<file path="src/rtl/mips_ctrl_pkg.sv">
// Shared types and encodings for the multicycle MIPS main control FSM.
package mips_ctrl_pkg;

    typedef enum logic [3:0] {
        S_RESET  = 4'd0,
        S_FETCH  = 4'd1,
        S_DECODE = 4'd2,
        S_MEMADR = 4'd3,
        S_MEMRD  = 4'd4,
        S_MEMWB  = 4'd5,
        S_MEMWR  = 4'd6,
        S_RTYPE  = 4'd7,
        S_ALUWB  = 4'd8,
        S_BRANCH = 4'd9,
        S_JUMP   = 4'd10,
        S_IMMEX  = 4'd11,
        S_IMMWB  = 4'd12
    } state_t;

    localparam logic [5:0] OP_RTYPE = 6'h00;
    localparam logic [5:0] OP_J     = 6'h02;
    localparam logic [5:0] OP_BEQ   = 6'h04;
    localparam logic [5:0] OP_BNE   = 6'h05;
    localparam logic [5:0] OP_ADDI  = 6'h08;
    localparam logic [5:0] OP_ANDI  = 6'h0C;
    localparam logic [5:0] OP_ORI   = 6'h0D;
    localparam logic [5:0] OP_LW    = 6'h23;
    localparam logic [5:0] OP_SW    = 6'h2B;

    localparam logic [1:0] ALU_ADD   = 2'd0;
    localparam logic [1:0] ALU_SUB   = 2'd1;
    localparam logic [1:0] ALU_FUNCT = 2'd2;
    localparam logic [1:0] ALU_IMM   = 2'd3;

    localparam logic [1:0] SRCB_B       = 2'd0;
    localparam logic [1:0] SRCB_FOUR    = 2'd1;
    localparam logic [1:0] SRCB_IMM     = 2'd2;
    localparam logic [1:0] SRCB_IMM_SH2 = 2'd3;

    localparam logic [1:0] PCSRC_ALU    = 2'd0;
    localparam logic [1:0] PCSRC_ALUOUT = 2'd1;
    localparam logic [1:0] PCSRC_JUMP   = 2'd2;

endpackage

</file>
<file path="src/rtl/mips_multicycle_control.sv">
// Main control FSM for the multicycle MIPS datapath.
//
// state    | meaning
// S_RESET  | outputs quiet, hold RESET_PC_HOLD cycles after reset release
// S_FETCH  | read instruction at PC, PC+4; advance on MemReady
// S_DECODE | precompute branch target, dispatch on opcode
// S_MEMADR | ALUOut = A + sign-extended offset
// S_MEMRD  | load read at ALUOut, wait for MemReady
// S_MEMWB  | write MDR into rt
// S_MEMWR  | store write at ALUOut, wait for MemReady
// S_RTYPE  | A funct B
// S_ALUWB  | write ALUOut into rd
// S_BRANCH | compare A-B, conditional PC load from ALUOut
// S_JUMP   | PC load from jump target
// S_IMMEX  | A op extended immediate
// S_IMMWB  | write ALUOut into rt
module mips_multicycle_control
    import mips_ctrl_pkg::*;
#(
    parameter int unsigned RESET_PC_HOLD = 1
) (
    input  logic       clk,
    input  logic       rst_n,
    input  logic [5:0] Opcode,
    input  logic       MemReady,
    input  logic       Zero,
    output logic       PCWrite,
    output logic       PCWriteCond,
    output logic       IorD,
    output logic       MemRead,
    output logic       MemWrite,
    output logic       IRWrite,
    output logic       MemtoReg,
    output logic       RegDst,
    output logic       RegWrite,
    output logic       ALUSrcA,
    output logic [1:0] ALUSrcB,
    output logic [1:0] ALUOp,
    output logic [1:0] PCSrc,
    output logic       ExtOp,
    output logic       IllegalOp,
    output logic [3:0] State
);

    localparam logic [3:0] HOLD_LAST = 4'(RESET_PC_HOLD - 1);

    state_t     cur_state;
    state_t     nxt_state;
    logic [3:0] hold_cnt;

    // addi sign-extends and adds; andi/ori zero-extend and use the logic op
    logic       imm_is_addi;
    assign imm_is_addi = (Opcode == OP_ADDI);

    assign State = cur_state;

    // State register; reset forces S_RESET regardless of pending memory waits
    always_ff @(posedge clk or negedge rst_n) begin
        if (!rst_n) begin
            cur_state <= S_RESET;
        end else begin
            cur_state <= nxt_state;
        end
    end

    // Counts cycles spent in S_RESET after release
    always_ff @(posedge clk or negedge rst_n) begin
        if (!rst_n) begin
            hold_cnt <= 4'd0;
        end else if (cur_state == S_RESET && hold_cnt != HOLD_LAST) begin
            hold_cnt <= hold_cnt + 4'd1;
        end else begin
            hold_cnt <= 4'd0;
        end
    end

    // Next-state selection
    always_comb begin
        nxt_state = cur_state;
        unique case (cur_state)
            S_RESET:  if (hold_cnt == HOLD_LAST) nxt_state = S_FETCH;
            S_FETCH:  if (MemReady) nxt_state = S_DECODE;
            S_DECODE: begin
                case (Opcode)
                    OP_LW, OP_SW:             nxt_state = S_MEMADR;
                    OP_RTYPE:                 nxt_state = S_RTYPE;
                    OP_BEQ, OP_BNE:           nxt_state = S_BRANCH;
                    OP_J:                     nxt_state = S_JUMP;
                    OP_ADDI, OP_ANDI, OP_ORI: nxt_state = S_IMMEX;
                    default:                  nxt_state = S_FETCH;
                endcase
            end
            S_MEMADR: nxt_state = (Opcode == OP_LW) ? S_MEMRD : S_MEMWR;
            S_MEMRD:  if (MemReady) nxt_state = S_MEMWB;
            S_MEMWR:  if (MemReady) nxt_state = S_FETCH;
            S_MEMWB:  nxt_state = S_FETCH;
            S_RTYPE:  nxt_state = S_ALUWB;
            S_ALUWB:  nxt_state = S_FETCH;
            S_BRANCH: nxt_state = S_FETCH;
            S_JUMP:   nxt_state = S_FETCH;
            S_IMMEX:  nxt_state = S_IMMWB;
            S_IMMWB:  nxt_state = S_FETCH;
            default:  nxt_state = S_RESET;
        endcase
    end

    // Output decode; anything not set for a state stays 0
    always_comb begin
        PCWrite     = 1'b0;
        PCWriteCond = 1'b0;
        IorD        = 1'b0;
        MemRead     = 1'b0;
        MemWrite    = 1'b0;
        IRWrite     = 1'b0;
        MemtoReg    = 1'b0;
        RegDst      = 1'b0;
        RegWrite    = 1'b0;
        ALUSrcA     = 1'b0;
        ALUSrcB     = SRCB_B;
        ALUOp       = ALU_ADD;
        PCSrc       = PCSRC_ALU;
        ExtOp       = 1'b0;
        IllegalOp   = 1'b0;
        unique case (cur_state)
            S_FETCH: begin
                MemRead = 1'b1;
                ALUSrcB = SRCB_FOUR;
                IRWrite = MemReady;
                PCWrite = MemReady;
            end
            S_DECODE: begin
                ALUSrcB = SRCB_IMM_SH2;
                ExtOp   = 1'b1;
                case (Opcode)
                    OP_LW, OP_SW, OP_RTYPE, OP_BEQ, OP_BNE, OP_J,
                    OP_ADDI, OP_ANDI, OP_ORI: IllegalOp = 1'b0;
                    default:                  IllegalOp = 1'b1;
                endcase
            end
            S_MEMADR: begin
                ALUSrcA = 1'b1;
                ALUSrcB = SRCB_IMM;
                ExtOp   = 1'b1;
            end
            S_MEMRD: begin
                MemRead = 1'b1;
                IorD    = 1'b1;
            end
            S_MEMWR: begin
                MemWrite = 1'b1;
                IorD     = 1'b1;
            end
            S_MEMWB: begin
                RegWrite = 1'b1;
                MemtoReg = 1'b1;
            end
            S_RTYPE: begin
                ALUSrcA = 1'b1;
                ALUOp   = ALU_FUNCT;
            end
            S_ALUWB: begin
                RegWrite = 1'b1;
                RegDst   = 1'b1;
            end
            S_BRANCH: begin
                ALUSrcA     = 1'b1;
                ALUOp       = ALU_SUB;
                PCSrc       = PCSRC_ALUOUT;
                PCWriteCond = ((Opcode == OP_BEQ) && Zero) ||
                              ((Opcode == OP_BNE) && !Zero);
            end
            S_JUMP: begin
                PCWrite = 1'b1;
                PCSrc   = PCSRC_JUMP;
            end
            S_IMMEX: begin
                ALUSrcA = 1'b1;
                ALUSrcB = SRCB_IMM;
                ExtOp   = imm_is_addi;
                ALUOp   = imm_is_addi ? ALU_ADD : ALU_IMM;
            end
            S_IMMWB: begin
                RegWrite = 1'b1;
                ExtOp    = imm_is_addi;
                ALUOp    = imm_is_addi ? ALU_ADD : ALU_IMM;
            end
            default: ;
        endcase
    end

endmodule

</file>
<file path="config.mk">
export PLATFORM = sky130hd
export DESIGN_NAME = mips_multicycle_control
export DESIGN_NICKNAME = d
export VERILOG_FILES = /design/src/rtl/mips_ctrl_pkg.sv /design/src/rtl/mips_multicycle_control.sv
export SDC_FILE = /design/constraint.sdc
export NUM_CORES = 1
export LEC_CHECK = 0
export CAP_MARGIN = 20
export CORE_UTILIZATION = 45
export CTS_BUF_LIST = sky130_fd_sc_hd__clkbuf_8
export DETAILED_ROUTE_END_ITERATION = 10
export GPL_TIMING_DRIVEN = 0
export PLACE_DENSITY_LB_ADDON = 0.25
export SLEW_MARGIN = 20
export SYNTH_ARGS = -nofsm -noshare
export SYNTH_HDL_FRONTEND = slang
export SYNTH_SLANG_ARGS = --single-unit
</file>
<file path="constraint.sdc">
create_clock -name clk -period 3.6 [get_ports clk]
set_input_delay 1.08 -clock clk [delete_from_list [all_inputs] [get_ports clk]]
set_output_delay 1.08 -clock clk [all_outputs]
set_load 0.02 [all_outputs]
</file>
After elaboration in Yosys (flattened, before gate mapping)
Index checks and enable logic that the tools add are counted.

Equal/unequal tests: 24. Reductions and logical operators: 22. Add/sub/neg operators: 1. Mux-type cells: 25.

Operators by type and width (count): one-hot mux 4 bit (9 select lines) (1); == test 4 bit (second input constant) (5); two-way mux 4 bit (5); one-hot mux 4 bit (5 select lines) (1); == test 6 x 4 -> 1 bit (second input constant) (3); == test 4 x 3 -> 1 bit (second input constant) (4); OR reduction 2 bit (7); == test 6 x 3 -> 1 bit (second input constant) (2); == test 6 bit (second input constant) (2); one-hot mux 2 bit (3 select lines) (2); two-way mux 1 bit (11); OR reduction 9 bit (1); == test 4 x 2 -> 1 bit (second input constant) (2); zero test 4 bit (2); == test 6 x 2 -> 1 bit (second input constant) (1); zero test 6 bit (1); inequality test 2 bit (second input constant) (3); OR reduction 3 bit (2); OR reduction 5 bit (1); adder 4 x 1 -> 4 bit (second input constant) (1); == test 4 x 1 -> 1 bit (second input constant) (1); two-way mux 2 bit (2); one-hot mux 1 bit (2 select lines) (2); one-hot mux 2 bit (2 select lines) (1); 7 further kinds (9).

Word-level logic and storage cells: 74. Register bits: 8. Bits of input ports: 10.

Depth between registers and ports, before layout
Gate-level depths: netlist of the first run.

Depth in word-level cells: 4. Gate-level depth with buffers: 5. Gate-level depth less buffers: 5.

Worst setup path before layout of the first run
Ideal clock, no wire load.

Path type: input -> output. Start point: input Opcode[0]. End point: output IllegalOp. Stages on the path: 4. Required time: 2.520 ns. Buffers on the path: 0. Slack: 0.344 ns. Arrival time: 2.176 ns. Path through: nand2b_1 a21oi_1 o21ai_1 nor4b_1.

Longest elaborated chain between the ends: 4.

RTL lines: from (decl) (RTL line mips_multicycle_control.sv:24) `input logic [5:0] Opcode,`; == test 6 x 4 -> 1 bit, or another cell as far along (RTL line mips_multicycle_control.sv:134) `case (Opcode)`; OR reduction 9 bit (*) (RTL line mips_multicycle_control.sv:134); two-way mux 1 bit (*) (RTL line mips_multicycle_control.sv:134); two-way mux 1 bit (*) (RTL line mips_multicycle_control.sv:124) `unique case (cur_state)`; to (decl) (RTL line mips_multicycle_control.sv:41) `output logic IllegalOp,`.

Mark *: on every way between the ends. The rest lies on a longest branch, timed or not.

Worst setup path in the final report of the first run
Start point: input Opcode[5]. End point: output ALUOp[1].

Longest elaborated chain between the ends: 3.

RTL lines: == test 6 x 4 -> 1 bit (RTL line mips_multicycle_control.sv:53) `assign imm_is_addi = (Opcode == OP_ADDI);`; two-way mux 2 bit (RTL line mips_multicycle_control.sv:180, mips_multicycle_control.sv:185); one-hot mux 2 bit (3 select lines) (RTL line mips_multicycle_control.sv:124); to (decl) (RTL line mips_multicycle_control.sv:38) `output logic [1:0] ALUOp,`.

No other way between the ends.

==> metrics.md, run 1 <==
| Metric | Value |
|---|---|
| Crit path capture type | primary output |
| Synth area leaders | dfrtp_1 (25%), nor2_1 (12%), a21oi_1 (6.2%), nand2b_1 (4.7%), xnor2_1 (4.4%) |
| Synthesized area | 802.0 sq um |
| Leading area contributor after synthesis | dfrtp_1 |
| Final setup fails | 0 |
| Period utilisation layout | 97.38% |
| P_leak | 0.5309 nW |
| Commonest cells in the synthesized netlist | nor2_1 (25), a21oi_1 (10), dfrtp_1 (8), inv_1 (8), nand2_1 (7) |
| Sequential standard cell area | 200.2 sq um |
| Top cell type's share of synthesized area | 24.96% |
| Ordered list of cells on the worst path | dlygate4sd2_1, or3_4, nor3_4, o32ai_1, clkdlybuf4s15_2 |
| Relative max-transition margin | 77.61% |
| Post-CTS Setup Bufs | 0 |
| Worst EP required | 2520 ps |
| VDD IR max | 0.5239 mV |
| CTS tree | yes |
| Largest net degree at the start of global routing | 11 |
| ANT nets after route | 0 |
| Clk slew on worst S/H paths | 40 ps |
| Synthesized instance count | 116 |
| Max Freq | 0.2853 GHz |
| Non-filler cells, final | 166 |
| Setup TNS | 0 ps |
| Max stage delay on crit path | 430 ps |
| CORE AREA | 1577 sq um |
| Count leader, synth | nor2_1 |
| Ys Warns | 0 |
| Synthesized Nets | 128 |
| Width of the chip | 44.22 microns |
| Pins Over Slew Limit | 0 |
| Initial antenna violation count | 0 |
| DR vias | 972 |
| Gpl congestion | 0.8370 |
| Root buffer selected by CTS | clkbuf_8 |
| Final Hold Fails | 0 |
| Hold Path Class | register to register |
| Placed cells | 163 |
| Placed cell area | 1132 sq um |
| DRT iter0 DRCs | 26 |
| H-Tree Depth | 1 |
| CP max-delay cell | or3_4 |
| Die height | 44.22 microns |
| DR DRC count | 1 |
| Post-synth EDFFs | 0 |
| I/O Pins | 32 |
| Max-capacitance violation count | 0 |
| Clk sinks | 8 |
| Yosys reg bits | 8 |
| Worst-skew pair later-pin latency | 230 ps |
| Fin worst setup slack | 94.41 ps |
| Remaining Overflow, GRT | 0 |
| Buffer depth of the longest clock path | 2 |
| Final worst path period need | 3506 ps |
| Area delta synth->final | 45.24% |
| Async S/R FF share, synth | 100.0% |
| Die area | 1955 sq um |
| Hold_buf cts | 0 |
| DPL Wire Length | 1.820 mm |
| Multi-input gate area | 560.5 sq um |
| RSZ-0062 raised after global routing | no |
| Worst-Margin Slew | 334.8 ps |
| Pre-CTS WS | -581.5 ps |
| CP arrival | 2430 ps |
| Total Routing Usage GR | 28.15% |
| Avg WL per Cell | 14.26 microns |
| Main flop type after synthesis | dfrtp_1 |
| Initial core utilization | 50.87% |
| Number of global-route vias before repair | 950 |
| Crit path max-delay family | simple AND/OR/NAND/NOR gates |
| Row count | 14 |
| Critical setup path kind | input port to primary output |
| Synth cell types | 32 |
| Fill cells | 131 |
| Status | finished with violations |
| Syn avg cell area | 6.914 sq um |
| Final Net Count | 164 |
| Pwr dens | 753.3 nW/um^2 |
| Final Skew | 3.840 ps |
| Diodes inserted | 0 |
| Drt pass-1 iters | 9 |
| Crit path buf inv count | 2 |
| CP startpoint kind | input port |
| Share of cells above drive strength 1 | 12.67% |
| WL final | 2.367 mm |
| Post-layout instance area | 1165 sq um |
| Port buffer count | 31 |
| Largest fanout on the critical path | 4 |
| Vias per inst | 5.855 |
| Post-synthesis sequential area ratio | 24.96% |
| Failing checks | design-rule violations |
| WHS | 526.0 ps |
| Total CTS buffers | 3 |
| First-pass GRT wire length | 4.105 mm |
final timing paths:
kind / from / end / slack [ps] / cells past startpoint
setup / recovery: Opcode[5] / ALUOp[1] / 90 / 5
hold reg to reg: hold_cnt[0] / hold_cnt[0] / 530 / 1
setup reg to reg: State[0] / State[0] / 2170 / 4
hold / removal: hold_cnt[0] / hold_cnt[0] / 530 / 1
max in group asynchronous: rst_n / State[2] / 2230 / 1
min in group asynchronous: rst_n / hold_cnt[2] / 1120 / 1
logic make-up (layout without fill, tap and decap cells):
kind of cell               Yosys count  after routing  share of synthesized area, %
DFF                                  8              8                         24.96
AOI/OAI and AO/OA                   28             28                         21.37
adders and majority gates            2              2                         3.120
and+or+nand+nor                     61             61                         39.32
buffers and inverters               13             47                         6.864
xor gates and xnor gates             4              4                         4.368
final cells by class:
type | count | share of cell area, %
Inverter | 8 | 2.578
Multi-Input combinational cell | 95 | 48.12
Tap cell | 16 | 1.719
Sequential cell | 8 | 17.19
Timing Repair Buffer | 31 | 24.70
Clock buffer | 3 | 3.545
Buffer | 5 | 2.148
cells in the final DEF, fill, tap and decap left out, types with 5 or more instances in the layout:
master | netlist | final
buf_2 | 5 | 8
nor2_1 | 25 | 25
dfrtp_1 | 8 | 8
dlygate4sd2_1 | 0 | 7
o21ai_0 | 5 | 5
clkdlybuf4s50_1 | 0 | 18
inv_1 | 8 | 8
nand2b_1 | 6 | 5
a21oi_1 | 10 | 10
nand2_1 | 7 | 7
registers in the layout (all words and copies together), names as in the netlist:
name and count:
State 4, hold_cnt 4
per-stage QoR:
stage | utilization, % | total power, W
after global placement | 71.83 | 0.0007597
final | 73.89 | 0.0008775
after CTS | 74.13 | 0.0008699
after global routing | 73.89 | 0.0009433
after floorplan | - | 0.0005212
after detailed placement | 71.83 | 0.0007724
per-layer routing:
| metal | track usage, % | up-vias | part of all wire [%] |
|---|---|---|---|
| li1 | - | 469 | - |
| met1 | 34.78 | 458 | 42 |
| met2 | 49.12 | 42 | 52 |
| met3 | 7.347 | 3 | 6.0 |
| met4 | 6.061 | 0 | 0.34 |
| met5 | 0 | - | 0 |
report_power, final:
| group | leakage (nW) | internal [W] | switching, W |
|---|---|---|---|
| logic | 0.403 | 0.000265 | 0.000365 |
| registers | 0.107 | 0.000109 | 0.0000316 |
| clock network | 0.0216 | 0.0000723 | 0.0000345 |
| total | 0.531 | 0.000446 | 0.000431 |
what timing repair did:
| item | CTS | global route |
|---|---|---|
| endpoints found under the setup margin | 6 | 2 |
| resized for setup | 31 | 2 |
| pin swaps | 2 | 3 |
(Power assumes the default switching activity.)
==> run 2, diff against run 1 <==
--- a/config.mk
+++ b/config.mk
@@ -15,3 +15,4 @@
 export SYNTH_ARGS = -nofsm -noshare
 export SYNTH_HDL_FRONTEND = slang
 export SYNTH_SLANG_ARGS = --single-unit
+export TNS_END_PERCENT = 20
==> run 2 against run 1 <==
The run still ends with design-rule violations left. Sequential cell count is the same. Clock power is essentially flat. Critical endpoint is now ALUOp[0]. Sequential share of layout area shrank 0.055 points. Combinational power shrank 1%. Hold slack gained 0.75 ps. Critical path type unchanged. Design area grew 0.32%. Cell count is the same. Register-to-register slack is essentially flat. Global-route usage shrank 0.26 points. Maximum frequency shrank 0.98%. Die area is the same.
==> metrics.md, run 2 (synthesized netlist as in run 1, its figures left out) <==
| Metric | Value |
|---|---|
| Status | finished with violations |
| Failing checks | design-rule violations |
| Max-capacitance violation count | 0 (unchanged) |
| Row count | 14 (unchanged) |
| Total Routing Usage GR | 27.89% (-0.26 points) |
| Worst-skew pair later-pin latency | 230 ps (about the same) |
| Remaining Overflow, GRT | 0 (unchanged) |
| I/O Pins | 32 (unchanged) |
| Core Util, Final | 74.13% (+0.24 points) |
| Hold_buf cts | 0 (unchanged) |
| Most common cell after layout, fill and taps aside | nor2_1 |
| Largest fanout on the critical path | 5 (+1) |
| Initial antenna violation count | 0 (unchanged) |
| ANT nets after route | 0 (unchanged) |
| DPL Wire Length | 1.820 mm (unchanged) |
| CTS tree | yes |
| Final Skew | 3.921 ps (+0.08126 ps) |
| Total CTS buffers | 3 (unchanged) |
| Placed cells | 163 (unchanged) |
| Die height | 44.22 microns (unchanged) |
| Final Hold Fails | 0 (unchanged) |
| Pre-CTS WS | -581.5 ps (unchanged) |
| Placed cell area | 1132 sq um (unchanged) |
| Port buffer count | 31 (unchanged) |
| Initial core utilization | 50.87% (unchanged) |
| H-Tree Depth | 1 (unchanged) |
| Worst R2R Start | State[3] |
| Hold depth | 1 (unchanged) |
| DR DRC count | 1 (unchanged) |
| Worst reg2reg endpoint | State[1] |
| Fin worst setup slack | 59.81 ps (-34.60 ps) |
| P_leak | 0.5278 nW (-0.59%) |
| Hold Path Origin | hold_cnt[0] |
| Number of global-route vias before repair | 939 (-1.2%) |
| Diodes inserted | 0 (unchanged) |
| First-pass GRT wire length | 4.077 mm (-0.68%) |
| Ordered list of cells on the worst path | dlygate4sd2_1, or3_4, nor3_4, o22a_1, nor2_1, clkdlybuf4s15_2 |
| Largest net degree at the start of global routing | 11 (unchanged) |
| VDD IR max | 0.5226 mV (-0.24%) |
| Most frequent cells in the layout | nor2_1 (25), clkdlybuf4s50_1 (18), a21oi_1 (10) |
| Sequential standard cell area | 200.2 sq um (unchanged) |
| Fill cells | 130 (-0.76%) |
| Worst-Margin Slew | 333.7 ps (-1.097 ps) |
| RSZ-0062 raised after global routing | yes |
| CP arrival | 2460 ps (+30 ps) |
| Hold Path Class | register to register |
| Worst EP required | 2520 ps (about the same) |
| Post-CTS Setup Bufs | 0 (unchanged) |
| Max stage delay on crit path | 440 ps (about the same) |
| CP startpoint kind | input port |
| WL final | 2.280 mm (-3.7%) |
| Drt pass-1 iters | 10 (+1) |
| DR vias | 962 (-1.0%) |
| Area delta synth->final | 45.71% |
| R2r setup slk | 2180 ps (about the same) |
| Post-layout instance area | 1169 sq um (+0.32%) |
| Worst-case reg-to-reg path depth | 5 (+1) |
| Non-filler cells, final | 166 (unchanged) |
| Avg WL per Cell | 13.73 microns (-3.7%) |
| Design Power | 0.0008675 W (-1.1%) |
| Buffer depth of the longest clock path | 2 (unchanged) |
| CP max-delay cell | or3_4 |
| Critical setup path kind | input port to primary output |
| Crit path capture type | primary output |
| Multi-input gate area | 560.5 sq um (unchanged) |
| Final worst path period need | 3540 ps (+34.60 ps) |
| Clk sinks | 8 (unchanged) |
| DRT iter0 DRCs | 29 (+12%) |
| Final setup fails | 0 (unchanged) |
| Pwr dens | 742.3 nW/um^2 (-1.5%) |
| Max Freq | 0.2825 GHz (-0.98%) |
| Root buffer selected by CTS | clkbuf_8 |
| Vias per inst | 5.795 (-1.0%) |
| Clk slew on worst S/H paths | 40 ps (about the same) |
| Gpl congestion | 0.8370 (unchanged) |
| Period utilisation layout | 98.34% (+0.96 points) |
| Share of cells above drive strength 1 | 12.67% (unchanged) |
| Hold worst-path end | hold_cnt[0] |
| Relative max-transition margin | 77.68% (about the same) |
| Die area | 1955 sq um (unchanged) |
| Pins Over Slew Limit | 0 (unchanged) |
| CORE AREA | 1577 sq um (unchanged) |
| Width of the chip | 44.22 microns (unchanged) |
| Final Net Count | 164 (unchanged) |
-- run 2: layout make-up --
type	count	area share, %
sequential	8	17.13
inverter	8	2.570
tap	16	1.713
clock buffer	3	3.533
buffer	5	2.141
multi-input combinational	95	47.97
timing repair buffer	31	24.95
-- run 2: per-stage QoR --
| step | TNS [ps] | hold slack [ps] |
|---|---|---|
| floorplan | 0 | 452.4 |
| global placement | -2297 | 476.2 |
| detailed placement | -2549 | 504.0 |
| CTS | 0 | 516.2 |
| global route | -9.161 | 541.3 |
| finish | 0 | 526.8 |
-- run 2: repair_timing --
action / CTS / global route
pin swaps: 1 / 0
setup endpoints to repair: 6 / 3
endpoints found under the hold margin: 0 / 0
gates resized for setup: 28 / 2
-- run 2: report_power, final --
group / leakage (nW) / switching, W / total, W / internal (W)
sequential: 0.107 / 0.0000309 / 0.000140 / 0.000109
combinational: 0.400 / 0.000358 / 0.000621 / 0.000263
clock: 0.0216 / 0.0000348 / 0.000107 / 0.0000724
-- run 2: worst max-delay path by stage --
stage	to	from	slack [ps]	cells past startpoint
6_report	ALUOp[0]	Opcode[1]	60	6
5_1_grt	ALUOp[0]	Opcode[1]	-9	6
4_1_cts	IRWrite	MemReady	20	4
3_5_place_dp	ExtOp	Opcode[1]	-580	6
3_3_place_gp	IllegalOp	Opcode[2]	-520	6
2_1_floorplan	IllegalOp	Opcode[0]	340	4
-- run 2: routing by layer --
layer / vias up / global-route usage [%] / wire length, microns
li1: 474 / - / -
met1: 452 / 34.78 / 978
met2: 33 / 49.12 / 1174
met3: 3 / 7.755 / 119
met4: 0 / 3.636 / 8
met5: - / 0 / 0
-- run 2: worst max-delay path, delay by kind of cell --
kind | cells | cell delay, ps
AO/OA/AOI/OAI | 1 | 170
buffers and inverters | 2 | 540
AND/OR/NAND/NOR | 3 | 670
